$ cat src/rtl/mips_imem_loader.sv
// mips_imem_loader
//   Packs field-level R/I/J commands into 32-bit MIPS instruction words and
//   writes them sequentially into instruction memory. This is the inverse of
//   the core's decode split. Boot and test infrastructure use it to load a
//   program while the core is held in reset.
//
// Optional feature (macro MIPS_DELAY_SLOT_NOP_EN):
//   When defined, the block writes a NOP (0x00000000) at the next address
//   after every control-transfer word.
//
// Ports:
//   clk, rst           system clock; asynchronous active-high reset
//   start, base_addr   begin a load session at base_addr (bits [1:0] dropped)
//   cmd_valid/ready    command handshake
//   cmd_fmt            0=R, 1=I, 2=J, 3=END
//   cmd_opcode .. cmd_jaddr   instruction fields
//   imem_wr_en/addr/data      write request, held until imem_wr_ack
//   imem_wr_ack        memory accepted the write this cycle
//   busy, done         session status
//   err, err_code      sticky error flag; 1=illegal encoding, 2=overflow
//   instr_count        words written this session
module mips_imem_loader #(
  parameter int unsigned PC_WIDTH  = 32,
  parameter int unsigned MAX_WORDS = 1024,
  parameter int unsigned CNT_WIDTH = $clog2(MAX_WORDS + 1)
) (
  input  logic                 clk,
  input  logic                 rst,
  input  logic                 start,
  input  logic [PC_WIDTH-1:0]  base_addr,
  input  logic                 cmd_valid,
  output logic                 cmd_ready,
  input  logic [1:0]           cmd_fmt,
  input  logic [5:0]           cmd_opcode,
  input  logic [4:0]           cmd_rs,
  input  logic [4:0]           cmd_rt,
  input  logic [4:0]           cmd_rd,
  input  logic [4:0]           cmd_shamt,
  input  logic [5:0]           cmd_funct,
  input  logic [15:0]          cmd_imm,
  input  logic [25:0]          cmd_jaddr,
  output logic                 imem_wr_en,
  output logic [PC_WIDTH-1:0]  imem_wr_addr,
  output logic [31:0]          imem_wr_data,
  input  logic                 imem_wr_ack,
  output logic                 busy,
  output logic                 done,
  output logic                 err,
  output logic [1:0]           err_code,
  output logic [CNT_WIDTH-1:0] instr_count
);

  typedef enum logic [1:0] {
    FMT_R   = 2'd0,
    FMT_I   = 2'd1,
    FMT_J   = 2'd2,
    FMT_END = 2'd3
  } fmt_e;

  typedef enum logic [1:0] {
    ERR_NONE     = 2'd0,
    ERR_ILLEGAL  = 2'd1,
    ERR_OVERFLOW = 2'd2
  } err_e;

`ifdef MIPS_DELAY_SLOT_NOP_EN
  typedef enum logic [2:0] {
    S_IDLE,
    S_LOAD,
    S_WRITE,
    S_DONE,
    S_NOP
  } state_e;
`else
  typedef enum logic [2:0] {
    S_IDLE,
    S_LOAD,
    S_WRITE,
    S_DONE
  } state_e;
`endif

  localparam logic [CNT_WIDTH-1:0] MAX_CNT = CNT_WIDTH'(MAX_WORDS);

  state_e      state, state_next;
  logic [31:0] enc_word;
  logic        cmd_legal;
  logic        hs;
  logic        full;

`ifdef MIPS_DELAY_SLOT_NOP_EN
  logic                 cmd_ct;
  logic                 ct_pend;
  logic [CNT_WIDTH-1:0] count_inc;
  assign count_inc = instr_count + CNT_WIDTH'(1);
`endif

  function automatic logic r_funct_legal(input logic [5:0] f);
    case (f)
      6'd0, 6'd2, 6'd3, 6'd4, 6'd6, 6'd7, 6'd8, 6'd9,
      6'd12, 6'd13, 6'd16, 6'd17, 6'd18, 6'd19,
      6'd24, 6'd25, 6'd26, 6'd27,
      6'd32, 6'd33, 6'd34, 6'd35, 6'd36, 6'd37, 6'd38, 6'd39,
      6'd42, 6'd43:  r_funct_legal = 1'b1;
      default:       r_funct_legal = 1'b0;
    endcase
  endfunction

  function automatic logic i_opcode_legal(input logic [5:0] op);
    case (op)
      6'd1, 6'd4, 6'd5, 6'd6, 6'd7, 6'd8, 6'd9, 6'd10, 6'd11,
      6'd12, 6'd13, 6'd14, 6'd15, 6'd16, 6'd28,
      6'd32, 6'd33, 6'd35, 6'd36, 6'd37, 6'd40, 6'd41, 6'd43:
               i_opcode_legal = 1'b1;
      default: i_opcode_legal = 1'b0;
    endcase
  endfunction

  // Field packing and legality of the command currently presented.
  always_comb begin
    enc_word  = '0;
    cmd_legal = 1'b0;
`ifdef MIPS_DELAY_SLOT_NOP_EN
    cmd_ct    = 1'b0;
`endif
    case (fmt_e'(cmd_fmt))
      FMT_R: begin
        enc_word  = {cmd_opcode, cmd_rs, cmd_rt, cmd_rd, cmd_shamt, cmd_funct};
        cmd_legal = (cmd_opcode == 6'd0) && r_funct_legal(cmd_funct);
`ifdef MIPS_DELAY_SLOT_NOP_EN
        cmd_ct    = (cmd_funct == 6'd8) || (cmd_funct == 6'd9);
`endif
      end
      FMT_I: begin
        enc_word  = {cmd_opcode, cmd_rs, cmd_rt, cmd_imm};
        cmd_legal = i_opcode_legal(cmd_opcode);
`ifdef MIPS_DELAY_SLOT_NOP_EN
        cmd_ct    = (cmd_opcode >= 6'd1) && (cmd_opcode <= 6'd7);
`endif
      end
      FMT_J: begin
        enc_word  = {cmd_opcode, cmd_jaddr};
        cmd_legal = (cmd_opcode == 6'd2) || (cmd_opcode == 6'd3);
`ifdef MIPS_DELAY_SLOT_NOP_EN
        cmd_ct    = 1'b1;
`endif
      end
      default: ;
    endcase
  end

  assign hs   = cmd_valid && cmd_ready;
  assign full = (instr_count == MAX_CNT);

  always_ff @(posedge clk or posedge rst) begin
    if (rst) state <= S_IDLE;
    else     state <= state_next;
  end

  // Status outputs decode from the state register alone, so reset clears
  // imem_wr_en asynchronously.
  always_comb begin
    state_next = state;
    cmd_ready  = 1'b0;
    imem_wr_en = 1'b0;
    busy       = 1'b0;
    done       = 1'b0;
    case (state)
      S_IDLE: begin
        if (start) state_next = S_LOAD;
      end
      S_LOAD: begin
        cmd_ready = 1'b1;
        busy      = 1'b1;
        if (cmd_valid) begin
          if (fmt_e'(cmd_fmt) == FMT_END) state_next = S_DONE;
          else if (!cmd_legal)            state_next = S_LOAD;
          else if (full)                  state_next = S_DONE;
          else                            state_next = S_WRITE;
        end
      end
      S_WRITE: begin
        imem_wr_en = 1'b1;
        busy       = 1'b1;
        if (imem_wr_ack) begin
`ifdef MIPS_DELAY_SLOT_NOP_EN
          if (ct_pend) state_next = (count_inc == MAX_CNT) ? S_DONE : S_NOP;
          else         state_next = S_LOAD;
`else
          state_next = S_LOAD;
`endif
        end
      end
`ifdef MIPS_DELAY_SLOT_NOP_EN
      S_NOP: begin
        imem_wr_en = 1'b1;
        busy       = 1'b1;
        if (imem_wr_ack) state_next = S_LOAD;
      end
`endif
      S_DONE: begin
        done = 1'b1;
        if (start) state_next = S_LOAD;
      end
      default: state_next = S_IDLE;
    endcase
  end

  // Datapath: write address/data, word counter and sticky error.
  always_ff @(posedge clk or posedge rst) begin
    if (rst) begin
      imem_wr_addr <= '0;
      imem_wr_data <= '0;
      instr_count  <= '0;
      err          <= 1'b0;
      err_code     <= ERR_NONE;
`ifdef MIPS_DELAY_SLOT_NOP_EN
      ct_pend      <= 1'b0;
`endif
    end else begin
      case (state)
        S_IDLE, S_DONE: begin
          if (start) begin
            imem_wr_addr <= base_addr & ~PC_WIDTH'(3);
            instr_count  <= '0;
            err          <= 1'b0;
            err_code     <= ERR_NONE;
          end
        end
        S_LOAD: begin
          if (hs && (fmt_e'(cmd_fmt) != FMT_END)) begin
            if (!cmd_legal) begin
              if (!err) err_code <= ERR_ILLEGAL;
              err <= 1'b1;
            end else if (full) begin
              if (!err) err_code <= ERR_OVERFLOW;
              err <= 1'b1;
            end else begin
              imem_wr_data <= enc_word;
`ifdef MIPS_DELAY_SLOT_NOP_EN
              ct_pend      <= cmd_ct;
`endif
            end
          end
        end
        S_WRITE: begin
          if (imem_wr_ack) begin
            imem_wr_addr <= imem_wr_addr + PC_WIDTH'(4);
            instr_count  <= instr_count + CNT_WIDTH'(1);
`ifdef MIPS_DELAY_SLOT_NOP_EN
            // The delay-slot NOP is checked against the post-increment count.
            if (ct_pend) begin
              if (count_inc == MAX_CNT) begin
                if (!err) err_code <= ERR_OVERFLOW;
                err <= 1'b1;
              end else begin
                imem_wr_data <= '0;
              end
            end
`endif
          end
        end
`ifdef MIPS_DELAY_SLOT_NOP_EN
        S_NOP: begin
          if (imem_wr_ack) begin
            imem_wr_addr <= imem_wr_addr + PC_WIDTH'(4);
            instr_count  <= instr_count + CNT_WIDTH'(1);
          end
        end
`endif
        default: ;
      endcase
    end
  end

endmodule

$ cat config.mk
export PLATFORM = sky130hd
export DESIGN_NAME = mips_imem_loader
export DESIGN_NICKNAME = d
export VERILOG_FILES = /design/src/rtl/mips_imem_loader.sv
export SDC_FILE = /design/constraint.sdc
export NUM_CORES = 1
export LEC_CHECK = 0
export ABC_AREA = 1
export CORE_ASPECT_RATIO = 0.9
export CORE_MARGIN = 4
export CORE_UTILIZATION = 45
export DETAILED_ROUTE_END_ITERATION = 16
export GPL_ROUTABILITY_DRIVEN = 0
export HOLD_SLACK_MARGIN = 0.02
export PLACE_DENSITY = 0.92
export SLEW_MARGIN = 20
export SYNTH_ARGS = -nofsm -noshare
export SYNTH_HDL_FRONTEND = slang
export SYNTH_SLANG_ARGS = --single-unit
$ cat constraint.sdc
create_clock -name clk -period 2.8 [get_ports clk]
set_clock_uncertainty 0.1 [all_clocks]
set_input_delay 0.56 -clock clk [delete_from_list [all_inputs] [get_ports clk]]
set_output_delay 0.56 -clock clk [all_outputs]
set_load 0.1 [all_outputs]
==> results.yml <==
clocking:
  cts-resized-gates: 0
  cts-buffers-inserted: 9
  tritoncts: "yes"
  ctsHoldBuffers: 0
  cts_setup_buffers: 0
  cts-root-buf: "sky130_fd_sc_hd__clkbuf_16"
  cts-root-to-sink-buffers: 2
  cts.clk_slew.worst_paths_ns: 0.06
  htree_num_levels: 3
  clk_latency_ns: 0.33
  cts.sinks: 78
worst_setup_path:
  critPathKind: "input pin to flop"
  startpoint: "cmd_opcode[1]"
  critical_path_arrival_ns: 2.47
  regToRegEndpoint: "imem_wr_addr[20]"
  timing.critical_path.fanout_max: 28
  timing.rr.start: "imem_wr_addr[2]"
  ff2ff_setup_slack_ns: 0.46
  r2r_cells: 12
  end_kind: "flop"
  critPathLaunchType: "input pin"
  critPathRequiredTime_ns: 2.90
  endpoint: "imem_wr_data[2]"
global_routing:
  overflow: 0
  track_usage: 0.2504
  number_of_global_route_vias_before_repair: 5191
  antenna_found_initial: 0
  grt_pass1_wl_um: 26020
  grt_start_max_net_pins: 45
routing:
  drt-pass1-iter-count: 6
  drt-total-wl_um: 16620
  post_drt_via_cell_ratio: 5.216
  route.detailed.drc: 0
  first_drt_iteration_drcs: 532
  route.detailed.wl_per_inst_um: 15.22
  dr_total_vias: 5696
  drtAntennaViolNets: 0
sta:
  final.setup.worst_slack_ns: 0.4284
  worst_slew_pin_slew_ns: 0.5760
  final.setup.tns_ns: 0
  endpoints_failing_setup: 0
  final_hold_viol_count: 0
  finalCritPeriodShare: 0.8470
  maxClockFrequency_mhz: 421.6
  slew-limit-headroom: 0.6160
  timing.final.crit_period_ns: 2.372
  slew_violations: 0
  rsz0062_at_grt: "no"
synth:
  post_synth_instance_area_um2: 5024
  ys_dominant_reg_cell: "sky130_fd_sc_hd__dfrtp_1"
  synthCells: 749
  synth-async-reset-ratio: 1.000
  synth_cell_type_count: 37
  average_cell_area_after_synthesis_um2: 6.707
  synth_largest_type_area_fraction: 0.3885
  synth.largest_area_cell: "sky130_fd_sc_hd__dfrtp_1"
  sequential_area_share_after_synthesis: 0.3885
  post_synth_edffs: 0
  synth_seq_cells: 78
  synth.top_cells.by_area: "sky130_fd_sc_hd__dfrtp_1 39%, sky130_fd_sc_hd__nand2_1 20%, sky130_fd_sc_hd__o21ai_0 7.3%"
  synth.yosys.warnings: 0
status:
  run_status: "finished, final reports clean"
finish:
  fin_util: 0.6678
  antennaDiodeCount: 0
  layout-drive-gt1-share: 0.1309
  design.final.nets: 1054
  layout-area-overhead-vs-synth_pct: 44.31
floorplanning:
  dieArea_um2: 12920
  die-height_um: 108.2
  design.core.area_um2: 10860
  die-width_um: 119.4
  initial_core_util: 0.4628
  floorplan.rows: 36
  pin_count: 195
placed_design:
  portbufs: 190
  dp.final_hpwl_um: 12580
  place_ws_ns: 0.1087
hold_path:
  min-delay-path-class: "flop to flop"
flow_run:
  max_cap_violations: 0
==> cells in the final DEF (no fill, tap or decap), drive strengths merged, types with 2 or more instances in the layout <==
| master | n |
|---|---|
| a31oi | 2 |
| o22ai | 5 |
| clkdlybuf4s50 | 110 |
| ha | 6 |
| a21boi | 3 |
| nor3b | 4 |
| a21oi | 14 |
| nand2 | 266 |
| o21a | 2 |
| nor2 | 55 |
| o21ai | 86 |
| nor3 | 20 |
| inv | 76 |
| nor4 | 3 |
| o31ai | 5 |
| o211ai | 11 |
| bufinv | 3 |
| nand3 | 56 |
| dfrtp | 78 |
| or2 | 5 |
| xor2 | 4 |
| buf | 94 |
| nand3b | 2 |
| conb | 2 |
| clkbuf | 12 |
| nand4 | 12 |
| clkinv | 2 |
==> cell type report <==
| cell class | count | area [um^2] |
|---|---|---|
| clock inverters | 4 | 95.09 |
| multi-input cells | 565 | 2641 |
| clock buffers | 12 | 236.5 |
| well taps | 152 | 190.2 |
| fillers | 936 | 3606 |
| repair buffers | 204 | 1844 |
| inverters | 77 | 290.3 |
| flip-flops and latches | 78 | 1952 |
==> critical path: stages <==
cell                              delay, ns
sky130_fd_sc_hd__clkdlybuf4s50_1       0.49
sky130_fd_sc_hd__nor2_1                0.20
sky130_fd_sc_hd__nand2_1               0.07
sky130_fd_sc_hd__nor2_1                0.10
sky130_fd_sc_hd__nand3_1               0.08
sky130_fd_sc_hd__nand2_1               0.06
sky130_fd_sc_hd__nand2_1               0.12
sky130_fd_sc_hd__nand2_2               0.13
sky130_fd_sc_hd__nand3_4               0.15
sky130_fd_sc_hd__buf_12                0.22
sky130_fd_sc_hd__o21ai_0               0.20
sky130_fd_sc_hd__nand2_1               0.08
==> sequential cells by signal (all words and copies together), names as in the netlist <==
register / count
imem_wr_addr: 30
instr_count: 11
state: 2
imem_wr_data: 32
err: 1
err_code: 2
==> cells by family (layout without fill, tap and decap cells) <==
logic type / count (synthesis) / count (layout) / share of synthesized area
xor gates and xnor gates: 4 / 4 / 0.006973
buffers and inverters: 107 / 297 / 0.08692
AOI/OAI and AO/OA: 130 / 130 / 0.1440
and+or+nand+nor: 423 / 423 / 0.3579
other: 1 / 2 / 0.0007465
adders and majority gates: 6 / 6 / 0.01494
DFF: 78 / 78 / 0.3885
==> per-layer routing <==
metal  routed length, um  global-route usage
met1                7130              0.3423
met2                7853              0.4102
met3                1162             0.03975
met4                 474             0.08095
met5                   0                   0
==> Yosys cell counts (3+ instances only) <==
| library cell | count |
|---|---|
| sky130_fd_sc_hd__nand2_1 | 265 |
| sky130_fd_sc_hd__dfrtp_1 | 78 |
| sky130_fd_sc_hd__inv_1 | 75 |
| sky130_fd_sc_hd__o21ai_0 | 73 |
| sky130_fd_sc_hd__nand3_1 | 55 |
| sky130_fd_sc_hd__nor2_1 | 52 |
| sky130_fd_sc_hd__nor3_1 | 19 |
| sky130_fd_sc_hd__clkbuf_1 | 18 |
| sky130_fd_sc_hd__a21oi_1 | 14 |
| sky130_fd_sc_hd__nand4_1 | 12 |
| sky130_fd_sc_hd__o21ai_1 | 12 |
| sky130_fd_sc_hd__o211ai_1 | 11 |
| sky130_fd_sc_hd__ha_1 | 6 |
| sky130_fd_sc_hd__o22ai_1 | 5 |
| sky130_fd_sc_hd__o31ai_1 | 5 |
| sky130_fd_sc_hd__or2_2 | 5 |
| sky130_fd_sc_hd__buf_2 | 4 |
| sky130_fd_sc_hd__nor3b_1 | 4 |
| sky130_fd_sc_hd__xor2_1 | 4 |
| sky130_fd_sc_hd__buf_1 | 3 |
| sky130_fd_sc_hd__buf_6 | 3 |
| sky130_fd_sc_hd__nor2_4 | 3 |
| sky130_fd_sc_hd__nor4_1 | 3 |
==> worst min path at each step <==
stage,from,end,slack [ns],cells after the start
after floorplan,state[1],state[1],0.46,2
after global placement,err_code[0],err_code[0],0.36,2
after detailed placement,imem_wr_data[5],imem_wr_data[5],0.37,2
after CTS,imem_wr_data[5],imem_wr_data[5],0.38,2
after global routing,imem_wr_data[18],imem_wr_data[18],0.40,2
final,imem_wr_data[9],imem_wr_data[9],0.38,2
==> through the flow <==
step / hold WS, ns / instance area (um^2) / instances
2_1_floorplan: 0.4612 / 5027 / 750
3_3_place_gp: 0.3569 / 6918 / 1076
4_1_cts: 0.3818 / 7249 / 1092
5_1_grt: 0.3982 / 7249 / 1092
3_5_place_dp: 0.3686 / 6918 / 1076
6_report: 0.3783 / 7249 / 1092
Power is left out: the tool's default activity adds up to more than one toggle a clock period on the data nets, which glitch-free logic cannot reach.
==> edit 1: new RTL, same flow settings <==
Build with the macro `MIPS_DELAY_SLOT_NOP_EN` defined.
--- a/src/rtl/mips_imem_loader.sv
+++ b/src/rtl/mips_imem_loader.sv
@@ -20,4 +20,6 @@
 //   err, err_code      sticky error flag; 1=illegal encoding, 2=overflow
 //   instr_count        words written this session
+`define MIPS_DELAY_SLOT_NOP_EN
+
 module mips_imem_loader #(
   parameter int unsigned PC_WIDTH  = 32,
Formal check against the unedited RTL: not equivalent (Yosys sat finds a counterexample within 4 cycles, from zero or initial values and one cycle with rst high).
==> edit 1 against the original RTL <==
- cell count rose by 4.3%
- synthesized cell count grew 5.9%
- non-clock buffer count unchanged
- worst setup slack got worse by 0.11 ns
- critical path type unchanged
- area after synthesis up 8.2%
- sequential cell count grew 2
- routed wire length down 1.9%
- final area grew 5.3%
==> edit 1: results (changes against the original RTL) <==
Detailed routing
  • Average wire per standard cell: 14.31 um (-6.0%)
  • Initial detailed-routing violation count: 599 (+13%)
  • Routed length on met2: 7909 um (+0.71%)
  • Via density: 5.234 (+0.33%)
  • Met1 wire length: 6691 um (-6.2%)

Worst hold path
  • Hold path endpoint: imem_wr_data[26]$_DFFE_PP0P_
  • Min-delay src: imem_wr_data[26]$_DFFE_PP0P_

Synth
  • Post-Synth XOR/XNOR Area: 0.9440% (+0.25 points)
  • Post-Syn Instances: 793 (+5.9%)
  • Synth cell count leaders: nand2_1, dfrtp_1, inv_1, nand3_1, nor2_1
  • Synth Area in Compound Gates: 13.19% (-1.2 points)
  • Distinct cells, synth: 42 (+14%)
  • Sequential share of the synthesized area: 36.84% (-2.0 points)
  • Synth Area in Adders: 0.6908% (-0.80 points)
  • Top post-synthesis cells by area: dfrtp_1, nand2_1, inv_1

STA
  • Tmin final: 2.481 ns (+0.1094 ns)
  • Hold_ws: 0.3805 ns (+0.002149 ns)
  • Worst-Margin Slew: 0.6114 ns (+0.03539 ns)

Setup path
  • Max FO, Critical Path: 22 (-21%)
  • Reg-to-Reg Start: instr_count[1]$_DFFE_PP0P_
  • Start point of the critical path: cmd_opcode[2]
  • R2r setup slk: 0.37 ns (-0.09 ns)
  • Worst r2r path cells: 13 (+1)
  • Critical Path Sink: imem_wr_data[11]$_DFFE_PP0P_

Cells and area
  • Design Area, Final: 0.007631 sq mm (+5.3%)
  • Final Non-Filler Cells: 1,139 (+4.3%)
  • Layout cells sized above 1: 15.16% (+2.1 points)
  • Fillers: 998 (+6.6%)

Place
  • DP Worst Slack: -0.01558 ns (-0.1243 ns)
  • Final HPWL DP: 12,200 um (-3.1%)
  • Cell Area, Placed: 0.007301 sq mm (+5.5%)

Run status
  • Status: completed

GRT
  • Met3 Use GR: 6.196% (+2.2 points)
  • Vias in the first global route: 5,740 (+11%)
  • Met1 Usage GRT: 28.63% (-5.6 points)
  • Total GRT Usage: 23.04% (-2.0 points)
==> edit 1: logic make-up (layout without fill, tap and decap cells) <==
logic type | count (synthesis) | count (layout)
simple gates | 470 | 470
xor+xnor | 5 | 5
compound gates | 119 | 119
flops | 80 | 80
fa+ha+maj | 3 | 3
buf+inv | 115 | 304
other cells | 1 | 2
==> edit 1: final cells by class <==
type / count / share of cell area (%)
sequential: 80 / 26.23
clock buffer: 10 / 3.132
tap: 156 / 2.558
inverter: 84 / 4.181
timing repair buffer: 204 / 24.17
multi-input combinational: 599 / 38.65
clock inverter: 6 / 1.082
==> edit 1: power by group through the flow <==
stage | logic [mW] | clock network (mW) | registers [mW]
after detailed placement | 6.86 | 0 | 2.12
after global routing | 7.26 | 1.35 | 2.19
after floorplan | 2.17 | 0 | 5.26
after CTS | 6.87 | 1.30 | 2.12
final | 6.88 | 1.28 | 2.13
after global placement | 6.76 | 0 | 2.12
==> edit 2: new RTL, same settings <==
Made on the original files. Encoding of `state_e`: now one-hot (4 bits for 4 states).
--- a/src/rtl/mips_imem_loader.sv
+++ b/src/rtl/mips_imem_loader.sv
@@ -73,9 +73,9 @@
   } state_e;
 `else
-  typedef enum logic [2:0] {
-    S_IDLE,
-    S_LOAD,
-    S_WRITE,
-    S_DONE
+  typedef enum logic [3:0] {
+    S_IDLE  = 4'b0001,
+    S_LOAD  = 4'b0010,
+    S_WRITE = 4'b0100,
+    S_DONE  = 4'b1000
   } state_e;
 `endif
Behaviour: same outputs for any inputs over 4 cycles, from zero or initial values and one cycle with rst high; so few cycles prove little.
==> edit 2 against the original RTL <==
- final area up 1.9%
- worst setup slack worse by 0.26 ns
- area after synthesis up 2.6%
- routed wire length down 0.46%
- sequential share of layout area up 0.19 points
- global-route usage down 0.33 points
- highest routed layer unchanged
- core utilization up 0.44 points
- fmax down 9.9%
- sequential cell count up 2
- largest cell class unchanged
==> edit 2: results (changes against the original RTL) <==
Clock network
  • CTS buffer count: 9 (unchanged)
  • Clock latency on the worst-skew pair: 0.34 ns
  • Cell at the root of the clock tree: clkbuf_16
  • Clk slew on worst S/H paths: 0.06 ns (about the same)
  • Post-CTS setup buffers: 0 (unchanged)
  • H-tree Lvls: 3 (unchanged)
  • Clk buf depth: 2 (unchanged)

Detailed routing
  • Via density: 5.227 (+0.21%)
  • Drt pass-1 iters: 5 (-1)
  • Initial detailed-routing violation count: 555 (+4.3%)
  • Average wire per standard cell: 14.80 um (-2.8%)

Setup path
  • Max FO, Critical Path: 50 (+79%)
  • R2r endpoint: imem_wr_addr[4]$_DFFE_PP0P_
  • Worst r2r path cells: 8 (-4)
  • Largest stage delay on the critical path: 0.52 ns (+0.03 ns)
  • R2r setup slk: 0.53 ns (+0.07 ns)
  • Reg-to-Reg Start: state[1]$_DFFE_PP0P_
  • WP data arrival: 1.97 ns (-0.50 ns)
  • CP max stage cell: buf_4

Worst hold path
  • Hold path endpoint: imem_wr_data[22]$_DFFE_PP0P_
  • Hold depth: 2 (unchanged)
  • Min-delay src: imem_wr_data[22]$_DFFE_PP0P_

Cells and area
  • Nets: 1,077 (+2.2%)
  • Largest regs: imem_wr_data: 32 flops, imem_wr_addr: 30 flops, instr_count: 11 flops
  • Fillers: 948 (+1.3%)
  • Layout cells sized above 1: 13.25% (+0.17 points)
  • Antenna diodes: 0 (unchanged)

Synth
  • Top post-synthesis cells by area: dfrtp_1, nand2_1, nand3_1
  • Count leader, synth: nand2_1
  • Distinct cells, synth: 38 (+2.7%)
  • FFs w/ async S/R, synth: 100.0% (unchanged)
  • Yosys warnings: 0 (unchanged)
  • EDFF count, synth: 0 (unchanged)
  • Sequential share of the synthesized area: 38.88% (about the same)
  • Synth cell count leaders: nand2_1, dfrtp_1, inv_1, nor2_1, nand3_1

GRT
  • Vias in the first global route: 5,344 (+2.9%)
  • Total GRT Usage: 24.71% (-0.33 points)
  • Largest net degree at the start of global routing: 51 (+13%)
  • Antenna violations before repair: 0 (unchanged)
  • First-pass GRT wire length: 26,320 um (+1.1%)

Place
  • Final HPWL DP: 12,450 um (-1.1%)
  • Cell Area, Placed: 0.007097 sq mm (+2.6%)
  • PortBufs: 190 (unchanged)

STA
  • Final Setup Violations: 0 (unchanged)
  • Max-Slew Margin vs Limit: 64.63% (+3.0 points)

Power and ir drop
  • Leak Pwr: 3.648 nW

Run status
  • Status: completed
-- edit 2: worst max-delay path by stage --
stage / endpoint / cells past startpoint / from
5_1_grt: imem_wr_en / 5 / state[1]$_DFFE_PP0P_
2_1_floorplan: err$_DFFE_PP0P_ / 1 / rst
3_5_place_dp: imem_wr_data[31]$_DFFE_PP0P_ / 12 / cmd_opcode[1]
4_1_cts: imem_wr_en / 5 / state[1]$_DFFE_PP0P_
6_report: imem_wr_en / 5 / state[1]$_DFFE_PP0P_
3_3_place_gp: imem_wr_data[2]$_DFFE_PP0P_ / 13 / cmd_opcode[1]
-- edit 2: area by class of cell --
type	count	area, sq um	area share [%]
multi-input combinational	581	2681	36.29
tap	152	190.2	2.574
sequential	80	2003	27.11
clock inverter	4	45.04	0.6097
timing repair buffer	206	1909	25.84
inverter	83	312.8	4.234
clock buffer	12	246.5	3.336
-- edit 2: critical path: cells and delay by family (launching register included) --
kind / cells / cell delay [ns]
buffers and inverters: 3 / 0.84
flip-flops: 1 / 0.39
AND/OR/NAND/NOR: 2 / 0.38
-- edit 2: power by group --
group          total (mW)  switching [mW]  internal (mW)
Clock                1.17           0.459          0.711
Sequential           1.86           0.385           1.48
Combinational        4.32            3.35          0.978
Total                7.35            4.19           3.16
-- edit 2: cell families after synthesis --
kind of cell / synth area share [%]
AO/OA/AOI/OAI: 12.21
adder cells (fa/ha/maj): 0.7286
XOR/XNOR: 1.360
other: 0.07278
AND/OR/NAND/NOR: 37.47
flip-flops: 38.88
buffers and inverters: 9.276
-- edit 2: routing by layer --
layer,global-route usage (%),part of all wire [%],vias to the layer above
met1,31.43,41,2718
li1,-,-,2862
met2,42.12,49,238
met5,0,0,-
met3,6.224,8.0,26
met4,6.958,1.8,0
-- edit 2: through the flow --
stage	setup WS (ns)	hold slack, ns	instances
2_1_floorplan	0.08992	0.3814	774
3_3_place_gp	0.2011	0.3608	1102
3_5_place_dp	0.1168	0.3676	1102
4_1_cts	0.1889	0.3801	1118
5_1_grt	0.04323	0.3974	1118
6_report	0.1671	0.3791	1118
